File: config.mk
export PLATFORM = sky130hd
export DESIGN_NAME = demux_14_tdm
export DESIGN_NICKNAME = d
export VERILOG_FILES = /design/src/rtl/demux_14_tdm_pkg.sv /design/src/rtl/demux_slot_cnt.sv /design/src/rtl/demux_14_tdm.sv
export SDC_FILE = /design/constraint.sdc
export NUM_CORES = 1
export LEC_CHECK = 0
export BUFFER_PORTS_ARGS = -buffer_cell sky130_fd_sc_hd__buf_2
export CAP_MARGIN = 20
export CORE_AREA = 2 2 39 41
export CTS_CLUSTER_DIAMETER = 60
export DETAILED_ROUTE_END_ITERATION = 7
export DIE_AREA = 0 0 41 43
export HOLD_SLACK_MARGIN = 0.12
export MAX_ROUTING_LAYER = met4
export PLACE_DENSITY = 0.66
export SLEW_MARGIN = 20
export SYNTH_ARGS = -nofsm -noshare
export SYNTH_HDL_FRONTEND = slang
export SYNTH_HIERARCHICAL = 1
export SYNTH_SLANG_ARGS = --single-unit
File: constraint.sdc
create_clock -name clk -period 2.51 [get_ports clk]
set_input_delay 0 -clock clk [delete_from_list [all_inputs] [get_ports clk]]
set_output_delay 0 -clock clk [all_outputs]
set_load 0.01 [all_outputs]
File: src/rtl/demux_14_tdm_pkg.sv
// Shared constants for the 4-slot TDM demultiplexer: FSM state encodings,
// the slot count and the slot index values.
package demux_14_tdm_pkg;
   typedef enum logic {
      HUNT = 1'b0,
      LOCK = 1'b1
   } state_e;

   localparam int         SLOTS = 4;
   localparam logic [1:0] SLOT0 = 2'd0;
   localparam logic [1:0] SLOT1 = 2'd1;
   localparam logic [1:0] SLOT2 = 2'd2;
   localparam logic [1:0] SLOT3 = 2'd3;
endpackage

File: src/rtl/demux_slot_cnt.sv
// 2-bit slot index counter. Priority: reset, clear, load-1, increment (wraps 3 -> 0).
module demux_slot_cnt
   import demux_14_tdm_pkg::*;
(
   input  logic       clk,
   input  logic       rst,
   input  logic       clr,
   input  logic       load1,
   input  logic       inc,
   output logic [1:0] cnt_q
);
   logic [1:0] cnt_d;

   always_comb begin
      cnt_d = cnt_q;
      if (clr)
         cnt_d = SLOT0;
      else if (load1)
         cnt_d = SLOT1;
      else if (inc)
         cnt_d = cnt_q + 2'd1;
   end

   always_ff @(posedge clk) begin
      if (rst)
         cnt_q <= SLOT0;
      else
         cnt_q <= cnt_d;
   end
endmodule

File: src/rtl/demux_14_tdm.sv
// 1:4 time-division demultiplexer with HUNT/LOCK frame alignment. Slots 0..2 are
// staged; the whole frame is published together when slot 3 arrives.
module demux_14_tdm
   import demux_14_tdm_pkg::*;
#(
   parameter int W = 1
) (
   input  logic         clk,
   input  logic         rst,
   input  logic [W-1:0] din,
   input  logic         en,
   input  logic         sync,
   output logic [W-1:0] a,
   output logic [W-1:0] b,
   output logic [W-1:0] c,
   output logic [W-1:0] d,
   output logic         s1,
   output logic         s0,
   output logic         frame_valid,
   output logic         sync_err,
   output logic         locked
);
   state_e         state_q, state_d;
   logic [W-1:0]   stage_a_q, stage_a_d, stage_b_q, stage_b_d, stage_c_q, stage_c_d;
   logic [W-1:0]   a_q, a_d, b_q, b_d, c_q, c_d, d_q, d_d;
   logic           fv_q, fv_d, err_q, err_d;
   logic           cnt_clr, cnt_load1, cnt_inc;
   logic [1:0]     cnt_q;

   demux_slot_cnt u_cnt (
      .clk   (clk),
      .rst   (rst),
      .clr   (cnt_clr),
      .load1 (cnt_load1),
      .inc   (cnt_inc),
      .cnt_q (cnt_q)
   );

   always_comb begin
      state_d   = state_q;
      stage_a_d = stage_a_q;
      stage_b_d = stage_b_q;
      stage_c_d = stage_c_q;
      a_d       = a_q;
      b_d       = b_q;
      c_d       = c_q;
      d_d       = d_q;
      fv_d      = 1'b0;
      err_d     = 1'b0;
      cnt_clr   = 1'b0;
      cnt_load1 = 1'b0;
      cnt_inc   = 1'b0;
      if (en) begin
         if (sync) begin
            // A frame marker always restarts slot 0; only mid-frame in LOCK is it an error.
            stage_a_d = din;
            cnt_load1 = 1'b1;
            state_d   = LOCK;
            err_d     = (state_q == LOCK) && (cnt_q != SLOT0);
         end else if (state_q == LOCK) begin
            unique case (cnt_q)
               SLOT0: begin
                  err_d   = 1'b1;
                  cnt_clr = 1'b1;
                  state_d = HUNT;
               end
               SLOT1: begin
                  stage_b_d = din;
                  cnt_inc   = 1'b1;
               end
               SLOT2: begin
                  stage_c_d = din;
                  cnt_inc   = 1'b1;
               end
               default: begin
                  a_d     = stage_a_q;
                  b_d     = stage_b_q;
                  c_d     = stage_c_q;
                  d_d     = din;
                  fv_d    = 1'b1;
                  cnt_inc = 1'b1;
               end
            endcase
         end
      end
   end

   always_ff @(posedge clk) begin
      if (rst) begin
         state_q   <= HUNT;
         stage_a_q <= '0;
         stage_b_q <= '0;
         stage_c_q <= '0;
         a_q       <= '0;
         b_q       <= '0;
         c_q       <= '0;
         d_q       <= '0;
         fv_q      <= 1'b0;
         err_q     <= 1'b0;
      end else begin
         state_q   <= state_d;
         stage_a_q <= stage_a_d;
         stage_b_q <= stage_b_d;
         stage_c_q <= stage_c_d;
         a_q       <= a_d;
         b_q       <= b_d;
         c_q       <= c_d;
         d_q       <= d_d;
         fv_q      <= fv_d;
         err_q     <= err_d;
      end
   end

   assign a           = a_q;
   assign b           = b_q;
   assign c           = c_q;
   assign d           = d_q;
   assign s1          = cnt_q[1];
   assign s0          = cnt_q[0];
   assign frame_valid = fv_q;
   assign sync_err    = err_q;
   assign locked      = (state_q == LOCK);
endmodule

# Word level (Yosys, flattened, before mapping)
# Index checks and enable logic that the tools add are counted.
[op_classes] addsub=1 n_eq_ne=2 mux=15 n_bitwise=4 n_reduce_logical=13
[ops] op="2-to-1 mux 1 bit" count=15
[ops] op="AND reduction 4 bit" count=3
[ops] op="OR reduction 3 bit" count=2
[ops] op="inverter 1 bit" count=4
[ops] op="nonzero test 2 bit" count=2
[ops] op="OR reduction 2 bit" count=2
[ops] op="OR reduction 4 bit" count=1
[ops] op="adder 2 x 1 -> 2 bit (second input constant)" count=1
[ops] op="== test 2 x 1 -> 1 bit (second input constant)" count=1
[ops] op="== test 2 bit (second input constant)" count=1
[ops] op="zero test 2 bit" count=1
[ops] op="AND reduction 2 bit" count=1
[ops] op="logical AND 1 bit" count=1
[totals] register_bits=12 inputBits=5 out_inout_bits=9 word_cells=47

# Logic depth before layout (Yosys ltp)
[depth] word_depth=7 ltp_mapped=4

# Cells and area by module
# Netlist, hierarchy kept.
[by_module_without_submodules] module="demux_14_tdm" n_inst=1 cells_each=44 area_each_um2=434.2 seq_area_each_um2=200.2
[by_module_without_submodules] module="demux_slot_cnt" n_inst=1 cells_each=8 area_each_um2=92.6 seq_area_each_um2=40.0

# Least setup slack after synthesis
# No wires, ideal clock.
[synth_path] kind="register to register" from="register u_cnt.cnt_q[0]" to="register u_cnt.cnt_q[1]" setup_time_ns=0.103 t_arrival_ns=1.268 required_time_ns=2.407 setup_slack_ns=1.138 stages_incl_launch_ff=5 period_less_slack_ns=1.372 path_cell_list="dfxtp_1 -> nor2_1 -> nor2_1 -> nand3b_1 -> a2111oi_2"
[synth_between] word_cells_on_any_way=11
[synth_lines] element="start: declaration" line="demux_slot_cnt.sv:10" rtl="output logic [1:0] cnt_q"
[synth_lines] element="start signal: assignment" line="demux_slot_cnt.sv:28" rtl="cnt_q <= cnt_d;"
[synth_lines] element="zero test 2 bit" line="demux_14_tdm.sv:61" rtl="unique case (cnt_q)"
[synth_lines] element="2-to-1 mux 1 bit" line="demux_14_tdm.sv:61"
[synth_lines] element="2-to-1 mux 1 bit" line="demux_14_tdm.sv:60" rtl="end else if (state_q == LOCK) begin"
[synth_lines] element="2-to-1 mux 1 bit" line="demux_14_tdm.sv:54" rtl="if (sync) begin"
[synth_lines] element="2-to-1 mux 1 bit" line="demux_14_tdm.sv:53" rtl="if (en) begin"
[synth_lines] element="named net cnt_inc" line="demux_14_tdm.sv:27" rtl="logic cnt_clr, cnt_load1, cnt_inc;"
# The timed path passes the listed nets, and every way through them passes these cells.
# A chain may end at the register's enable or synchronous reset.

# Final worst setup path
[layout_path] from="input port en" to="register stage_a_q"
[layout_between] elab_chain_len=1
[layout_lines] element="start: declaration" line="demux_14_tdm.sv:11" rtl="input logic en,"
[layout_lines] element="AND reduction 2 bit (no source line)"
[layout_lines] element="end signal: assignment" line="demux_14_tdm.sv:102" rtl="stage_a_q <= stage_a_d;"
[layout_lines] element="end: declaration" line="demux_14_tdm.sv:24" rtl="logic [W-1:0] stage_a_q, stage_a_d, stage_b_q, stage_b_d, stage_c_q, stage_c_d;"
# Every way passes these cells.

==> run_results.csv <==
group,metric,value,unit
timing,tns,0,ps
setup_path,crit_path_end,"stage_a_q$_SDFFE_PP0P_",
drt,drc,0,
placement,place_congestion,0.7137,
timing,slew_violations,0,
global_route,grt_pass1_vias,412,
yosys,ys_ff_latch,12,
clock_network,cts-htree-levels,1,
setup_path,worstSetupStartpoint,"en",
pwr,leakagePower,0.3336,nW
finish,antennaDiodeCount,0,
hold_path,hp-class,"flip-flop to flip-flop",
pwr,total_power,0.0003828,W
floorplanning,die_h,43,µm
floorplanning,dieArea,0.001763,mm²
clock_network,clock_sinks,12,
yosys,yosysWarnings,6,
job,max_cap_viol_count,0,
yosys,ys_seq_area_share,45.61,%
outcome,outcome,"finished clean",
timing,fin_crit_sh,70.37,%
drt,first_iter_violations,1,
setup_path,cp.required,2670,ps
drt,wl_per_cell,10.30,µm
yosys,synth_cells,52,
clock_network,clockBufferDepth,2,
setup_path,timing.rr.end,"sync_err$_SDFF_PP0_",
timing,final_hold_viol_count,0,
timing,min_period,1766,ps
finish,final_cell_mix,"13 x buf_2, 12 x dfxtp_1, 8 x nand2b_1, 7 x dlygate4sd3_1, 6 x mux2i_1",
clock_network,cts_resized,0,
finish,syn2layout_area_growth,35.63,%
setup_path,worst-endpoint-arrival,1930,ps
pwr,power_density,535.9,mW/mm²
drt,viasPerCell,4.681,
clock_network,cts-root-buf,"clkbuf_4",
pwr,peakVddDrop,0.3523,mV
clock_network,cts_buffers,3,
setup_path,r2r_cells,4,
finish,nNetsFinal,81,
placement,port_buffers,13,
setup_path,end_kind,"flip-flop",
global_route,grt.overflow.total,0,
global_route,antenna_found_initial,0,
drt,drt_wl_total,937,µm
hold_path,min_path_cells,2,
timing,finalSetupViolCount,0,
floorplanning,core,0.001384,mm²
setup_path,r2r_slack,990,ps
yosys,synth_cell_type_count,20,
timing,rsz0062_at_grt,"false",
floorplanning,rows,14,
yosys,syn-num-nets,57,
floorplanning,start_util,38.07,%
finish,num-fill-cells,139,
floorplanning,ios,14,
setup_path,worstReg2RegStart,"u_cnt/cnt_q[0]$_SDFFE_PP0P_",
global_route,grt_pass1_wl,1573,µm
global_route,grt.total_usage,13.65,%
setup_path,cp_max_fo,6,
drt,vias,426,
finish,drive_above_1_share,28.00,%
setup_path,critPathKind,"primary input to flip-flop",
timing,worstMarginPinSlew,310.8,ps
drt,first_pass_iters,2,
timing,worst_clock_skew,3.243,ps
clock_network,path_clk_slew,70,ps
timing,relSlewSlack,79.25,%
finish,final_common_cell,"buf_2",
clock_network,post_cts_buffers,0,
yosys,synth.cell_area,526.8,µm²
yosys,avgSynthCellArea,10.13,µm²
clock_network,insertion_delay,270,ps
global_route,grt_max_degree,15,
drt,drtAntennaViolNets,0,
timing,fmax,566.1,MHz
clock_network,cts_tree,"yes",
floorplanning,fp.dieW,41,µm
setup_path,startpoint_type,"primary input",
placement,dp_hpwl,633,µm
[synth_stat cells]
cell type	instances	share of area (%)
nand3b_1	3	4.3
xnor2_1	1	1.7
nand3_1	1	0.95
dfxtp_1	12	46
clkbuf_1	1	0.71
inv_1	1	0.71
a21bo_2	1	1.9
and3b_2	1	1.9
a2111oi_2	1	2.8
a21bo_1	1	1.9
nand2b_1	8	9.5
o21a_1	1	1.4
mux2i_1	6	11
a21oi_1	2	1.9
xor2_1	1	1.7
nor3b_1	1	1.4
nor3_1	2	1.9
nor2_1	4	2.8
nand2_1	3	2.1
nand3_4	1	3.3
[critical path, cell delays in order]
cell	delay, ps
dlygate4sd3_1	530
buf_2	160
nand3_1	80
dlygate4sd3_1	550
a21oi_1	60
dlygate4sd3_1	550
[stage by stage]
step                utilization [%]  instances  setup slack [ps]  hold slack, ps  cell area (µm²)
global placement              43.94         80              1151           273.5            608.1
global route                  51.63         91             693.6           500.9            714.4
detailed placement            43.94         80              1084           277.2            608.1
floorplan                         -         52              1138           76.00            526.8
CTS                           51.63         91             783.4           477.1            714.4
finish                        51.63         91             743.6           475.2            714.4
[kinds of logic (layout without fill, tap and decap cells)]
family	count (synthesis)	in the layout	synth area share, %
AO/OA/AOI/OAI	6	6	9.976
XOR/XNOR	2	2	3.326
buffers and inverters	2	25	1.424
flip-flops	12	12	45.61
multiplexers	6	6	11.40
AND/OR/NAND/NOR	24	24	28.27
[flip-flops by register name (all words and copies together) (netlist names)]
signal and flops:
a 1, b 1, c 1, d 1, frame_valid 1, locked 1, stage_a_q 1, stage_b_q 1
stage_c_q 1, sync_err 1, u_cnt/cnt_q 2
[area by class of cell]
cell class / instances / area (µm²) / area share [%]
Inverter: 1 / 3.754 / 0.5254
Sequential cell: 12 / 240.2 / 33.63
Multi-Input combinational cell: 38 / 279.0 / 39.05
Clock buffer: 4 / 36.28 / 5.079
Timing Repair Buffer: 20 / 135.1 / 18.91
Tap cell: 16 / 20.02 / 2.802
[what timing repair did]
item                       CTS  global route
hold endpoints to repair     8             0
hold buffers                 7             0
setup endpoints to repair    0             0
[where the power goes]
part           internal [W]  switching (W)  total (W)
Clock             0.0000882      0.0000626   0.000151
Combinational     0.0000188      0.0000152  0.0000340
Sequential         0.000193     0.00000451   0.000198
Total              0.000300      0.0000824   0.000383
[worst min-delay path by stage]
stage,startpoint,to,slack (ps)
6_report,c$_SDFFE_PP0P_,c$_SDFFE_PP0P_,480
5_1_grt,c$_SDFFE_PP0P_,c$_SDFFE_PP0P_,500
4_1_cts,c$_SDFFE_PP0P_,c$_SDFFE_PP0P_,480
3_5_place_dp,din,stage_a_q$_SDFFE_PP0P_,280
3_3_place_gp,din,stage_a_q$_SDFFE_PP0P_,270
2_1_floorplan,rst,u_cnt/cnt_q[1]$_SDFFE_PP0P_,80
[routing by layer]
layer  wire length [µm]  share of wire (%)  GRT usage (%)
met1                458                 49          17.97
met2                399                 43          17.50
met3                 60                6.4          4.712
met4                 19                2.0          8.000
met5                  0                  0              -
Power figures use the tool's default switching activity.
